**config.mk**
```make
export PLATFORM = sky130hd
export DESIGN_NAME = fetch_controller
export DESIGN_NICKNAME = d
export VERILOG_FILES = /design/src/rtl/fetch_pkg.sv /design/src/rtl/fetch_queue.sv /design/src/rtl/fetch_controller.sv
export SDC_FILE = /design/constraint.sdc
export NUM_CORES = 1
export LEC_CHECK = 0
export ABC_AREA = 0
export BUFFER_PORTS_ARGS = -buffer_cell sky130_fd_sc_hd__clkbuf_2
export CAP_MARGIN = 20
export CORE_MARGIN = 2
export CORE_UTILIZATION = 40
export CTS_CLUSTER_SIZE = 8
export DETAILED_ROUTE_END_ITERATION = 7
export PLACE_DENSITY_LB_ADDON = 0.3
export SYNTH_ARGS = -nofsm -noshare
export SYNTH_HDL_FRONTEND = slang
export SYNTH_HIERARCHICAL = 1
export SYNTH_SLANG_ARGS = --single-unit
```
**constraint.sdc**
```tcl
create_clock -name CLK -period 4.15 [get_ports CLK]
set_input_delay 0.2075 -clock CLK [delete_from_list [all_inputs] [get_ports CLK]]
set_output_delay 0.2075 -clock CLK [all_outputs]
set_load 0.03 [all_outputs]
```
**src/rtl/fetch_pkg.sv**
```systemverilog
// Shared types and constants for the instruction-fetch front end.
package fetch_pkg;

    localparam int unsigned INSTR_W = 32;
    localparam logic [INSTR_W-1:0] HALT_WORD_DEF = 32'hFC00_0000;

    typedef enum logic [1:0] {
        IDLE   = 2'b00,
        FETCH  = 2'b01,
        HALTED = 2'b10
    } fetch_state_t;

    typedef struct packed {
        logic [INSTR_W-1:0] pc;
        logic [INSTR_W-1:0] instr;
    } fetch_entry_t;

    // Fold a byte address into the instruction-memory window.
    function automatic logic [INSTR_W-1:0] wrap_pc(input logic [INSTR_W-1:0] addr,
                                                   input logic [INSTR_W-1:0] span);
        return addr % span;
    endfunction

endpackage

```
**src/rtl/fetch_queue.sv**
```systemverilog
// Small synchronous FIFO of fetched {pc, instr} entries with a registered head
// that keeps its last value while the queue is empty.
module fetch_queue
    import fetch_pkg::*;
#(
    parameter int unsigned DEPTH = 2
) (
    input  logic                   clk_i,
    input  logic                   rst_ni,
    input  logic                   push_i,
    input  fetch_entry_t           push_data_i,
    input  logic                   pop_i,
    input  logic                   flush_i,
    output logic                   valid_o,
    output fetch_entry_t           head_o,
    output logic [$clog2(DEPTH):0] count_o
);

    localparam int unsigned PW = $clog2(DEPTH);
    localparam logic [PW:0] FULL_CNT = (PW+1)'(DEPTH);
    localparam logic [PW-1:0] PTR_ONE = PW'(1);

    fetch_entry_t  mem_q [DEPTH];
    fetch_entry_t  head_q, head_d;
    logic [PW-1:0] rd_ptr_q, rd_ptr_d, wr_ptr_q, wr_ptr_d;
    logic [PW:0]   count_q, count_d, after_pop_s;
    logic          do_pop_s, do_push_s;

    // Pointer, occupancy and next-head computation.
    always_comb begin
        do_pop_s    = pop_i && (count_q != '0);
        do_push_s   = push_i && ((count_q != FULL_CNT) || do_pop_s);
        after_pop_s = count_q - (PW+1)'(do_pop_s);
        rd_ptr_d    = rd_ptr_q;
        wr_ptr_d    = wr_ptr_q;
        count_d     = count_q;
        head_d      = head_q;
        if (flush_i) begin
            rd_ptr_d = '0;
            wr_ptr_d = '0;
            count_d  = '0;
        end else begin
            if (do_pop_s) begin
                rd_ptr_d = rd_ptr_q + PTR_ONE;
            end else begin
                rd_ptr_d = rd_ptr_q;
            end
            if (do_push_s) begin
                wr_ptr_d = wr_ptr_q + PTR_ONE;
            end else begin
                wr_ptr_d = wr_ptr_q;
            end
            count_d = after_pop_s + (PW+1)'(do_push_s);
            // A push into a queue that drains to empty becomes the head directly.
            if (count_d != '0) begin
                if (after_pop_s != '0) begin
                    head_d = mem_q[rd_ptr_d];
                end else begin
                    head_d = push_data_i;
                end
            end else begin
                head_d = head_q;
            end
        end
    end

    // Queue storage and control registers.
    always_ff @(posedge clk_i or negedge rst_ni) begin
        if (!rst_ni) begin
            for (int i = 0; i < int'(DEPTH); i++) begin
                mem_q[i] <= '0;
            end
            head_q   <= '0;
            rd_ptr_q <= '0;
            wr_ptr_q <= '0;
            count_q  <= '0;
        end else begin
            if (do_push_s && !flush_i) begin
                mem_q[wr_ptr_q] <= push_data_i;
            end
            head_q   <= head_d;
            rd_ptr_q <= rd_ptr_d;
            wr_ptr_q <= wr_ptr_d;
            count_q  <= count_d;
        end
    end

    assign valid_o = (count_q != '0);
    assign head_o  = head_q;
    assign count_o = count_q;

endmodule

```
**src/rtl/fetch_controller.sv**
```systemverilog
// Instruction fetch sequencer: PC ownership, redirects, wrap-around and halt.
// Optional macro FETCH_PERF_CNT_EN adds fetch/stall/flush counters.
module fetch_controller
    import fetch_pkg::*;
#(
    parameter int unsigned        DEPTH     = 2,
    parameter int unsigned        MEM_WORDS = 16,
    parameter logic [INSTR_W-1:0] RESET_PC  = 32'h0000_0000,
    parameter logic [INSTR_W-1:0] HALT_WORD = HALT_WORD_DEF
) (
    input  logic                   CLK,
    input  logic                   Reset,
    input  logic                   start,
    output logic [INSTR_W-1:0]     pc,
    output logic                   InsMemRW,
    input  logic [INSTR_W-1:0]     imem_instr,
    input  logic                   redirect_valid,
    input  logic [INSTR_W-1:0]     redirect_pc,
    output logic                   instr_valid,
    input  logic                   instr_ready,
    output logic [INSTR_W-1:0]     instr_data,
    output logic [INSTR_W-1:0]     instr_pc,
    output logic                   halted,
    output logic                   misalign,
    output logic [$clog2(DEPTH):0] q_count
`ifdef FETCH_PERF_CNT_EN
    ,
    output logic [31:0]            fetch_cnt,
    output logic [31:0]            stall_cnt,
    output logic [15:0]            flush_cnt
`endif
);

    localparam int unsigned QW = $clog2(DEPTH) + 1;
    localparam logic [INSTR_W-1:0] PC_SPAN = INSTR_W'(MEM_WORDS * 4);

    fetch_state_t       state_q, state_d;
    logic [INSTR_W-1:0] pc_q, pc_d;
    logic               misalign_q, misalign_d;
    logic               pop_s, redirect_s, fetch_en_s, is_halt_s, full_s;
    logic [QW-1:0]      q_count_s;
    fetch_entry_t       head_s;

    assign is_halt_s = (imem_instr == HALT_WORD);
    assign full_s    = (q_count_s == QW'(DEPTH));

    // FSM state register.
    always_ff @(posedge CLK or negedge Reset) begin
        if (!Reset) begin
            state_q <= IDLE;
        end else begin
            state_q <= state_d;
        end
    end

    // FSM next state; a redirect always wins over halt detection.
    always_comb begin
        state_d = state_q;
        case (state_q)
            IDLE: begin
                if (start) state_d = FETCH;
                else       state_d = IDLE;
            end
            FETCH: begin
                if (redirect_valid)               state_d = FETCH;
                else if (fetch_en_s && is_halt_s) state_d = HALTED;
                else                              state_d = FETCH;
            end
            HALTED: begin
                if (redirect_valid) state_d = FETCH;
                else                state_d = HALTED;
            end
            default: state_d = IDLE;
        endcase
    end

    // FSM outputs and handshake qualifiers.
    always_comb begin
        pop_s      = instr_valid && instr_ready;
        redirect_s = redirect_valid && (state_q != IDLE);
        fetch_en_s = (state_q == FETCH) && (!full_s || pop_s) && !redirect_valid;
        InsMemRW   = fetch_en_s;
        halted     = (state_q == HALTED);
    end

    // PC and sticky misalignment next-state; pc parks on the halt word.
    always_comb begin
        pc_d       = pc_q;
        misalign_d = misalign_q;
        if (redirect_s) begin
            pc_d       = wrap_pc({redirect_pc[INSTR_W-1:2], 2'b00}, PC_SPAN);
            misalign_d = misalign_q | (redirect_pc[1:0] != 2'b00);
        end else if (fetch_en_s && !is_halt_s) begin
            pc_d = wrap_pc(pc_q + 32'd4, PC_SPAN);
        end else begin
            pc_d = pc_q;
        end
    end

    // PC and misalignment registers.
    always_ff @(posedge CLK or negedge Reset) begin
        if (!Reset) begin
            pc_q       <= RESET_PC;
            misalign_q <= 1'b0;
        end else begin
            pc_q       <= pc_d;
            misalign_q <= misalign_d;
        end
    end

    fetch_queue #(
        .DEPTH (DEPTH)
    ) u_queue (
        .clk_i       (CLK),
        .rst_ni      (Reset),
        .push_i      (fetch_en_s),
        .push_data_i ('{pc: pc_q, instr: imem_instr}),
        .pop_i       (pop_s),
        .flush_i     (redirect_s),
        .valid_o     (instr_valid),
        .head_o      (head_s),
        .count_o     (q_count_s)
    );

    assign pc         = pc_q;
    assign misalign   = misalign_q;
    assign q_count    = q_count_s;
    assign instr_data = head_s.instr;
    assign instr_pc   = head_s.pc;

`ifdef FETCH_PERF_CNT_EN
    logic [31:0] fetch_cnt_q, stall_cnt_q;
    logic [15:0] flush_cnt_q;

    // Free-running performance counters; they wrap on overflow.
    always_ff @(posedge CLK or negedge Reset) begin
        if (!Reset) begin
            fetch_cnt_q <= 32'd0;
            stall_cnt_q <= 32'd0;
            flush_cnt_q <= 16'd0;
        end else begin
            if (fetch_en_s) fetch_cnt_q <= fetch_cnt_q + 32'd1;
            if ((state_q == FETCH) && full_s && !pop_s) stall_cnt_q <= stall_cnt_q + 32'd1;
            if (redirect_s) flush_cnt_q <= flush_cnt_q + 16'd1;
        end
    end

    assign fetch_cnt = fetch_cnt_q;
    assign stall_cnt = stall_cnt_q;
    assign flush_cnt = flush_cnt_q;
`endif

endmodule

```
After elaboration in Yosys (flattened, before gate mapping)
Index checks and enable logic that the tools add are counted.

operators by class
  $add $sub $neg = 5
  multipliers = 0
  div/mod/pow operators = 0
  order comparisons = 3
  eq/ne operators = 5
  shifts and indexed selects = 0
  mux-type cells = 20
  bitwise operators = 4
  reduce and logical (&&, ||, !) cells = 25

operators with widths
  operator              number
  $mux 64               5
  $bwmux 128            1
  $demux 64 s1          1
  $mux 32               2
  $eq 32x32->1 const B  1
  $reduce_bool 2->1     7
  $logic_and 1x1->1     10
  $mux 2                4
  $add 6x3->6 const B   1
  $mux 1                6
  $pmux 2 s3            1
  $eq 2x2->1 const B    2
  $ge 2x2->1 const B    2
  $logic_not 1->1       4
  $not 1->2             2
  $add 1x1->1 const B   2
  $add 2x1->2           1
  $eq 2x1->1 const B    1
  $logic_not 2->1       1
  $logic_or 1x1->1      2
  $lt 2x1->1 const B    1
  $ne 2x2->1 const B    1
  $reduce_and 2->1      1
  $sub 2x1->2           1
  2 further kinds       2

word-level totals
  register bits after elaboration = 231
  latch bits = 0
  memory bits (writable) = 0
  ROM bits = 0
  bits of input ports = 69
  output and inout port bits = 102
  word-level logic and storage cells = 74
  memories kept = 0

Longest topological paths before layout
Gate-level depths: netlist of run 1.

  depth in word-level cells = 10
  gate-level depth with buffers = 14
  depth with buffers taken out = 12

Hierarchy
The synthesis of run 1 kept the hierarchy.

modules (own cells, without submodules)
  module            instances  cells each  area an instance (um^2)  sequential area each (um^2)
  fetch_queue       1          581         8550.7                   4904.7
  fetch_controller  1          84          792.0                    175.2

Worst setup path after synthesis of run 1
No wires, ideal clock.

  kind = register -> register
  start = register u_queue.count_q[1], in the netlist u_queue/count_o[1]
  end = register u_queue.head_q (netlist bit u_queue/head_o[53])
  library setup time = 0.131 ns
  data arrival time = 2.882 ns
  required time = 4.019 ns
  slack = 1.137 ns
  cell stages (with the launch flop) = 12
  path buffers = 1
  period minus slack after synthesis = 3.013 ns
  cells stage by stage = dfrtp_1 inv_2 nand2_1 nand2_1 inv_1 o21a_1 ha_1 inv_1 ha_1 o311ai_2 clkbuf_2 o21ai_0

on the way
  word-level cells in the longest chain between the ends = 10
  elaborated cells on any way between the ends = 23
  those cells by class = add/sub: 2; eq/ne: 2; mux: 6; bitwise: 1; reduce/logical: 12

ends and longest elaborated chain
  element                                                              RTL line                source
  start, declared                                                      fetch_queue.sv:26       logic [PW:0] count_q, count_d, after_pop_s;
  start signal, assigned                                               fetch_queue.sv:84       count_q <= count_d;
  $reduce_bool 2->1 (*)                                                fetch_queue.sv:88       assign valid_o = (count_q != '0);
  via instr_valid                                                      fetch_controller.sv:19  output logic instr_valid,
  $logic_and 1x1->1 (*)                                                fetch_controller.sv:79  pop_s = instr_valid && instr_ready;
  via pop_s                                                            fetch_controller.sv:40  logic pop_s, redirect_s, fetch_en_s, is_halt_s, full_s;
  parallel branches: the longest is 8 deep, another holds $sub 2x1->2  --
  end signal, assigned                                                 fetch_queue.sv:73       head_q <= '0;
  end signal, assigned                                                 fetch_queue.sv:81       head_q <= head_d;
  end, declared                                                        fetch_queue.sv:24       fetch_entry_t head_q, head_d;

Mark *: on every way through the listed nets, which the timed path passes. The select of a mux whose other input is x is not followed.
A chain may end at the register's enable or synchronous reset.

Worst setup path in the final report of run 1
  start = register u_queue.count_q[1], in the netlist u_queue/count_o[1]
  end = register u_queue.head_q (netlist bit u_queue/head_o[39])

on the way
  word-level cells in the longest chain between the ends = 10
  elaborated cells on any way between the ends = 23
  those cells by class = add/sub: 2; eq/ne: 2; mux: 6; bitwise: 1; reduce/logical: 12

ends and longest elaborated chain
  element                                                              RTL line
  $reduce_bool 2->1 (*)                                                fetch_queue.sv:88
  $logic_and 1x1->1 (*)                                                fetch_controller.sv:79
  via pop_s                                                            fetch_controller.sv:40
  parallel branches: the longest is 8 deep, another holds $sub 2x1->2  --

Marked as above.

==> results_dict.tcl, run 1 <==
set metrics [dict create \
    top_usage_layer "met2" \
    ys_warn_count 6 \
    cp.arrival_ns 3.59 \
    use_met2_pct 27.6 \
    htree_num_levels 1 \
    yosysMostFrequentCell "dfrtp_1" \
    antenna_found_initial 0 \
    ant_nets 0 \
    synth_top_cell_area_share_pct 54.4 \
    nets 975 \
    p_sw_share_pct 37.0 \
    cts-root-buf "clkbuf_16" \
    routedWlPerCell_um 16.7 \
    ys_top_cells_by_count "203 x dfrtp_1, 68 x mux2_2, 68 x mux2i_1" \
    synthFlopType "dfrtp_1" \
    grt_remaining_overflow 0 \
    outcome "complete, no violations" \
    min_path_type "in2reg" \
    fillers 1990 \
    p_leak_nw 5.82 \
    synth_edf_count 0 \
    cp_max_fo 45 \
    p_per_area_mw_per_mm2 815 \
    power_frac_comb_pct 40.5 \
    max-slew-margin-rel_pct 40.6 \
    worstPathRequired_ns 4.52 \
    avgViaCountPerCell 4.84 \
    p_int_mw 5.87 \
    setup_viol 0 \
    routed_wl_um 20300 \
    initial_core_util_pct 41.0 \
    async_flop_share_pct 100 \
    start_kind "flop" \
    cts.sinks 203 \
    multiInputGateArea_sq_mm 0.00414 \
    clk_path_buf_depth 3 \
    pwr-share-seq_pct 37.7 \
    place_area_sq_mm 0.0104 \
    cts_tree "built" \
    grt_pass1_wl_um 33000 \
    core-area_sq_mm 0.0228 \
    grtUsageMet1_pct 23.3 \
    synth_area_sq_mm 0.00934 \
    max_slew.worst_pin.slew_ns 0.891 \
    ys_ff_latch 203 \
    num_rows 55 \
    yosysTopAreaCell "dfrtp_1" \
    dr.pass1.iters 6 \
    max_freq_mhz 311 \
    fp.dieW_um 157 \
    via_count 5885 \
    skew_ns 0.0185 \
    period_share_pct 77.5 \
    seq_area_sq_mm 0.00508 \
    worstSetupPathType "reg2reg" \
    cts_buffers 29 \
    synth.avg_cell_area_sq_um 14.0 \
    post-dp-hpwl_um 12100 \
    cp-end-kind "flop" \
    drive_gt1_share_pct 34.0 \
    io_pins 171 \
    insertedDiodeCount 0 \
    dieArea_sq_mm 0.0246 \
    drt_iter0_markers 179 \
    seq_area_frac_synth_pct 54.4 \
    p_sw_mw 3.45 \
    globalRouteTotalUtil_pct 16.8 \
    gr-usage-met3_pct 3.24 \
    maxCapViolations 0 \
    clk_latency_ns 0.53 \
    slew_viol_final 0 \
    hold_viol 0 \
    syn2layout_area_growth_pct 22.4 \
    final_area_sq_mm 0.0114 \
    grt_pass1_vias 6012 \
    drcViolationCount 0 \
    ir_drop_uv 415 \
    synth_area_leaders "dfrtp_1 54%, mux2_4 9.6%, mux2_2 8.2%" \
    syn_inst 665 \
    gp_congestion 0.684 \
    synth_cell_types 51 \
    p_clk_share_pct 21.7 \
    min_period_ns 3.22 \
    cts-resized-gates 0 \
    rsz0062_at_grt "false" \
    die_height_um 157 \
    tns_ns 0 \
    instances_no_fill 1217 \
    grt_max_degree 82 \
    path_clk_slew_ns 0.05 \
    dpl.cell_count 1153 \
    io_buffers 116 \
]
[cell families (layout without fill, tap and decap cells)]
kind of cell    count (synthesis)  after routing  share of synthesized area [%]
compound gates                148            148                           10.7
xor+xnor                        4              4                          0.536
fa+ha+maj                       3              3                          0.402
buf+inv                        77            205                           6.09
flops                         203            203                           54.4
mux                           196            196                           25.1
other cells                     1            112                         0.0401
simple gates                   33             33                           2.73
[registers in the layout (all words and copies together) (netlist names)]
name              flops
misalign              1
pc                    4
state_q               2
u_queue/count_o       2
u_queue/head_o       64
u_queue/mem_q       128
u_queue/rd_ptr_q      1
u_queue/wr_ptr_q      1
[repair_timing]
action	in CTS	in global routing
setup endpoints to repair	0	0
hold buffers	32	0
hold endpoints to repair	156	0
setup buffers	0	0
[path summary, 6_finish.rpt]
path | start | endpoint | slack (ns) | cells past startpoint
max | u_queue/count_o[1] | u_queue/head_o[39] | 0.93 | 13
min | redirect_pc[4] | pc[4] | 0.02 | 3
max reg2reg | u_queue/count_o[1] | u_queue/head_o[39] | 0.93 | 13
min reg2reg | misalign | misalign | 0.49 | 1
max in group asynchronous | Reset | u_queue/head_o[36] | 2.83 | 3
min in group asynchronous | Reset | u_queue/head_o[24] | 0.27 | 2
[worst max-delay path, stage by stage, from the launching register on]
cell	delay (ns)
dfrtp_1	0.44
inv_2	0.11
nand2_1	0.08
nand2_1	0.19
inv_1	0.12
o21a_1	0.16
ha_1	0.30
inv_1	0.06
ha_1	0.39
nor2_1	0.21
o21ai_0	0.16
o311ai_4	0.14
buf_4	0.51
o21ai_0	0.18
[cell usage in the layout, fill, tap and decap left out, types with 2 or more instances in the layout]
cell / count
dfrtp_1: 203
clkbuf_2: 115
conb_1: 112
mux2i_1: 68
mux2_2: 68
a22oi_1: 64
mux2_4: 60
o21ai_0: 49
dlygate4sd3_1: 32
clkbuf_16: 29
o21ai_1: 18
buf_4: 14
inv_1: 9
nand2_1: 6
nor2_1: 5
nor4_1: 4
o211ai_1: 3
ha_1: 3
and2b_2: 2
nor4_4: 2
nor2b_1: 2
a2bb2oi_1: 2
clkbuf_8: 2
[power by group through the flow]
stage               logic, mW  clock network, mW  registers [mW]
floorplan                2.34                  0            4.02
global placement         3.73                  0            3.50
detailed placement       3.81                  0            3.53
CTS                      3.84               2.09            3.52
global route             4.13               2.17            3.64
finish                   3.78               2.03            3.51
[cell type report]
type                    count  area share, %
multi-input cells         496           36.2
inverters                  10          0.328
repair buffers            163           9.05
flip-flops and latches    203           44.4
well taps                 313           3.42
clock buffers              30           6.46
clock inverters             2          0.120
[per-stage QoR]
step	utilization (%)	hold WS, ns	power [mW]	setup WS [ns]
global placement	45.5	0.276	7.23	0.987
detailed placement	45.5	0.275	7.33	0.907
floorplan	-	-0.0881	6.36	1.14
CTS	50.2	0.00538	9.44	0.877
global route	50.2	0.0182	9.94	0.610
finish	50.2	0.0192	9.32	0.934
[routing by layer]
layer	wire length, um	vias up	share of wire (%)
li1	-	2770	-
met1	9570	2952	47
met2	9460	134	47
met3	906	29	4.5
met4	376	0	1.9
met5	0	-	0
Note: power is estimated with default switching activity, not from simulation.
==> inputs of run 2 (changes only) <==
clock period = 3.1 ns   (was 4.15 ns; I/O delays follow)
==> results_dict.tcl, run 2 (synthesis gave the netlist of run 1 again) <==
set metrics [dict create \
    worstPathRequired_ns 3.48 \
    use_met2_pct 27.7 \
    drive_gt1_share_pct 33.8 \
    worstSetupPathType "reg2reg" \
    fp.dieW_um 157 \
    max-slew-margin-rel_pct 64.1 \
    cp-end-kind "flop" \
    fillers 1961 \
    reg2reg_from "u_queue/count_o[1]" \
    ir_drop_uv 470 \
    p_sw_share_pct 36.8 \
    pwr-share-seq_pct 37.2 \
    post-dp-hpwl_um 12300 \
    outcome "complete, no violations" \
    slew_viol_final 0 \
    final_util_pct 51.2 \
    final_cell_mix "203 x dfrtp_1, 115 x clkbuf_2, 112 x conb_1" \
    p_leak_nw 5.91 \
    grt_pass1_wl_um 33400 \
    top_usage_layer "met2" \
    cts_tree "built" \
    routedWlPerCell_um 16.7 \
    dieArea_sq_mm 0.0246 \
    path_clk_slew_ns 0.05 \
    max_freq_mhz 342 \
    largest_reg_flops 128 \
    io_buffers 116 \
    grt_pass1_vias 6215 \
    grt_max_degree 87 \
    p_clk_share_pct 21.8 \
    gr-usage-met3_pct 2.85 \
    regMostFlops "u_queue/mem_q" \
    tns_ns 0 \
    core-area_sq_mm 0.0228 \
    cp.arrival_ns 3.30 \
    rrSetupSlack_ns 0.17 \
    min_path_type "in2async" \
    min_period_ns 2.93 \
    cp_max_fo 21 \
    ant_nets 0 \
    max_slew.worst_pin.slew_ns 0.539 \
    initial_core_util_pct 41.0 \
    hold_viol 0 \
    p_int_mw 8.01 \
    drcViolationCount 0 \
    start_kind "flop" \
    via_count 6017 \
    die_height_um 157 \
    grt_remaining_overflow 0 \
    num_rows 55 \
    cts.sinks 203 \
    crit_start "u_queue/count_o[1]" \
    avgViaCountPerCell 4.89 \
    syn2layout_area_growth_pct 24.7 \
    clk_path_buf_depth 3 \
    routed_wl_um 20600 \
    skew_ns 0.0184 \
    nets 989 \
    antenna_found_initial 0 \
    grtUsageMet1_pct 23.4 \
    clk_latency_ns 0.53 \
    p_sw_mw 4.65 \
    p_per_area_mw_per_mm2 1090 \
    insertedDiodeCount 0 \
    drt_iter0_markers 263 \
    htree_num_levels 1 \
    power_frac_comb_pct 40.9 \
    io_pins 171 \
    maxCapViolations 0 \
    dr.pass1.iters 4 \
    total_power_mw 12.7 \
    cts-root-buf "clkbuf_16" \
    cts_buffers 29 \
    reg2reg_depth 13 \
    gp_congestion 0.703 \
    setup_viol 0 \
    period_share_pct 94.4 \
    final_common_cell "dfrtp_1" \
    globalRouteTotalUtil_pct 16.9 \
    reg2reg_to "u_queue/head_o[38]" \
]
## run 2: power groups by stage
stage	Combinational, mW	Sequential, mW	Clock [mW]
CTS	5.24	4.72	2.86
detailed placement	5.18	4.73	0
finish	5.18	4.71	2.77
global route	5.63	4.88	2.97
floorplan	3.13	5.38	0
global placement	5.08	4.69	0
## run 2: final cells by class
cell class | count | area, sq um | share of cell area (%)
inverters | 10 | 37.5 | 0.322
repair buffers | 177 | 1230 | 10.5
multi-input cells | 496 | 4150 | 35.6
well taps | 313 | 392 | 3.36
clock inverters | 2 | 38.8 | 0.333
clock buffers | 30 | 729 | 6.26
flip-flops and latches | 203 | 5080 | 43.6
## run 2: worst max-delay path, cell delays in order, from the launching register on
cell and delay [ns]:
dfrtp_1 0.44, inv_2 0.11, nand2_1 0.07, nand2_1 0.08, inv_1 0.08, o21a_1 0.15
ha_1 0.32, inv_1 0.09, ha_1 0.40, nor2_1 0.29, o21ai_1 0.15, o311ai_4 0.14
buf_4 0.32, o21ai_0 0.14
## run 2: worst max-delay path by stage
stage                     depth (start not counted)                 end
after CTS                                        13  u_queue/head_o[28]
after global routing                             13  u_queue/head_o[10]
after detailed placement                         13  u_queue/head_o[28]
after global placement                           13  u_queue/head_o[37]
final                                            13  u_queue/head_o[38]
after floorplan                                  11  u_queue/head_o[53]
## run 2: repair_timing
item	in CTS	in global routing
hold buffers	42	0
setup buffers	0	0
resized for setup	0	2
setup endpoints to repair	0	34
hold endpoints to repair	148	0
## run 2: per-stage QoR
stage / cell area (sq um) / instances / setup WS, ns / hold slack, ns
2_1_floorplan: 9760 / 776 / 0.0873 / -0.141
6_report: 11700 / 1231 / 0.175 / 0.132
3_3_place_gp: 10500 / 1157 / 0.146 / 0.122
4_1_cts: 11600 / 1231 / 0.0955 / 0.131
3_5_place_dp: 10500 / 1157 / 0.139 / 0.124
5_1_grt: 11700 / 1231 / -0.00833 / 0.168
## run 2: per-layer routing
| metal | routed length [um] | up-vias | share of wire, % |
|---|---|---|---|
| li1 | - | 2801 | - |
| met1 | 9660 | 3041 | 47 |
| met2 | 9690 | 148 | 47 |
| met3 | 908 | 27 | 4.4 |
| met4 | 318 | 0 | 1.5 |
| met5 | 0 | - | 0 |
==> inputs of run 3 (changes only) <==
clock period = 3.75 ns   (was 3.1 ns; I/O delays follow)
==> results_dict.tcl, run 3 (synthesis gave the netlist of run 1 again) <==
set metrics [dict create \
    num_rows 55 \
    reg2reg_to "u_queue/head_o[36]" \
    top_usage_layer "met2" \
    max-slew-margin-rel_pct 35.0 \
    final_common_cell "dfrtp_1" \
    final_util_pct 50.8 \
    reg2reg_depth 11 \
    grt_pass1_vias 6242 \
    max_freq_mhz 292 \
    routed_wl_um 20600 \
    io_buffers 116 \
    syn2layout_area_growth_pct 23.8 \
    nets 985 \
    slew_viol_final 0 \
    hold_start "instr_ready" \
    initial_core_util_pct 41.0 \
    fp.dieW_um 157 \
    cp.arrival_ns 3.81 \
    cts-resized-gates 0 \
    antenna_found_initial 0 \
    htree_num_levels 1 \
    clk_latency_ns 0.55 \
    drive_gt1_share_pct 33.6 \
    die_height_um 157 \
    start_kind "flop" \
    clk_path_buf_depth 3 \
    grt_max_degree 92 \
    tns_ns 0 \
    p_leak_nw 5.87 \
    regMostFlops "u_queue/mem_q" \
    post-dp-hpwl_um 12100 \
    path_clk_slew_ns 0.05 \
    fin_ws_ns 0.331 \
    drt_iter0_markers 204 \
    grt_remaining_overflow 0 \
    drcViolationCount 0 \
    setup_viol 0 \
    min_path_type "in2reg" \
    routedWlPerCell_um 16.8 \
    dpl.cell_count 1154 \
    reg2reg_from "u_queue/count_o[0]" \
    cp_max_fo 46 \
    io_pins 171 \
    worstPathCellList "inv_1 > nand2_1 > nand2_1 > inv_1 > o21a_1 > ha_1 > inv_1 > ha_1 > o311ai_4 > buf_12 > o21ai_0" \
    largest_reg_flops 128 \
    p_per_area_mw_per_mm2 898 \
    hold_viol 0 \
    holdPathStages 4 \
    instances_no_fill 1228 \
    ant_nets 0 \
    gp_congestion 0.709 \
    multiInputGateArea_sq_mm 0.00414 \
    cp-end-kind "flop" \
    skew_ns 0.0266 \
    cts_tree "built" \
    seq_area_sq_mm 0.00508 \
    period_share_pct 91.2 \
    grt_pass1_wl_um 34100 \
    whs_ns 0.273 \
    avgViaCountPerCell 4.90 \
    dieArea_sq_mm 0.0246 \
    slowest_stage "o311ai_4" \
    post-place-ws_ns 0.324 \
    outcome "complete, no violations" \
    rsz0062_at_grt "false" \
    dr.pass1.iters 4 \
    maxCapViolations 0 \
    critPathMaxStageDelay_ns 0.88 \
    grtUsageMet1_pct 23.6 \
    worstSetupPathType "reg2reg" \
    rrSetupSlack_ns 0.33 \
    hold_path_end "state_q[1]" \
    cts_buffers 29 \
    crit_top_cell "inv_1" \
    insertedDiodeCount 0 \
    post_cts_buffers 0 \
    max_slew.worst_pin.slew_ns 0.973 \
    gr-usage-met3_pct 3.18 \
    core-area_sq_mm 0.0228 \
    worstPathRequired_ns 4.14 \
    ir_drop_uv 491 \
    fillers 2017 \
    globalRouteTotalUtil_pct 17.4 \
    use_met2_pct 29.0 \
    via_count 6012 \
    cts.sinks 203 \
    cts-root-buf "clkbuf_16" \
    final_cell_mix "203 x dfrtp_1, 115 x clkbuf_2, 112 x conb_1" \
    min_period_ns 3.42 \
]
## run 3: cell count changes in the layout (fill, tap and decap cells not counted), sizes merged
cell	change
dlygate4sd3	-1
buf	-3
clkinv	+1
bufinv	-1
clkbuf	+1
## run 3: stage by stage
stage / power (mW) / cell area (sq um)
floorplan: 7.03 / 9760
global placement: 8.05 / 10400
detailed placement: 8.16 / 10400
CTS: 10.5 / 11600
global route: 11.1 / 11600
finish: 10.4 / 11600
## run 3: final cells by class
cell class / instances / share of cell area, %
Clock inverter: 2 / 0.216
Multi-Input combinational cell: 496 / 35.8
Timing Repair Buffer: 173 / 10.0
Sequential cell: 203 / 43.9
Inverter: 10 / 0.325
Tap cell: 313 / 3.39
Clock buffer: 31 / 6.34
## run 3: worst max path at each step
stage	from	end	slack [ns]	cells after the start
after global routing	u_queue/count_o[0]	u_queue/head_o[24]	0.05	11
after detailed placement	u_queue/count_o[0]	u_queue/head_o[51]	0.32	11
final	u_queue/count_o[0]	u_queue/head_o[36]	0.33	11
after global placement	u_queue/count_o[0]	u_queue/head_o[23]	0.38	11
after floorplan	u_queue/count_o[1]	u_queue/head_o[53]	0.74	11
after CTS	u_queue/count_o[0]	u_queue/head_o[36]	0.30	11
## run 3: critical path: cells and delay by family (launching register included)
| family | cells | cell delay (ns) |
|---|---|---|
| flops | 1 | 0.44 |
| simple gates | 2 | 0.26 |
| buf+inv | 4 | 0.63 |
| fa+ha+maj | 2 | 0.70 |
| compound gates | 3 | 1.18 |
## run 3: what timing repair did
action / 4_1_cts / 5_1_grt
hold endpoints to repair: 186 / 0
endpoints found under the setup margin: 0 / 0
hold buffers: 41 / 0
## run 3: layer usage
layer,part of all wire [%],vias up
met3,4.8,37
met2,47,149
met5,0,-
li1,-,2796
met4,2.1,0
met1,46,3030
## run 3: report_power, final
part	leakage, nW	total, mW	internal (mW)	switching (mW)
clock network	0.373	2.25	1.36	0.894
registers	2.45	3.89	3.28	0.609
logic	3.05	4.24	1.88	2.36
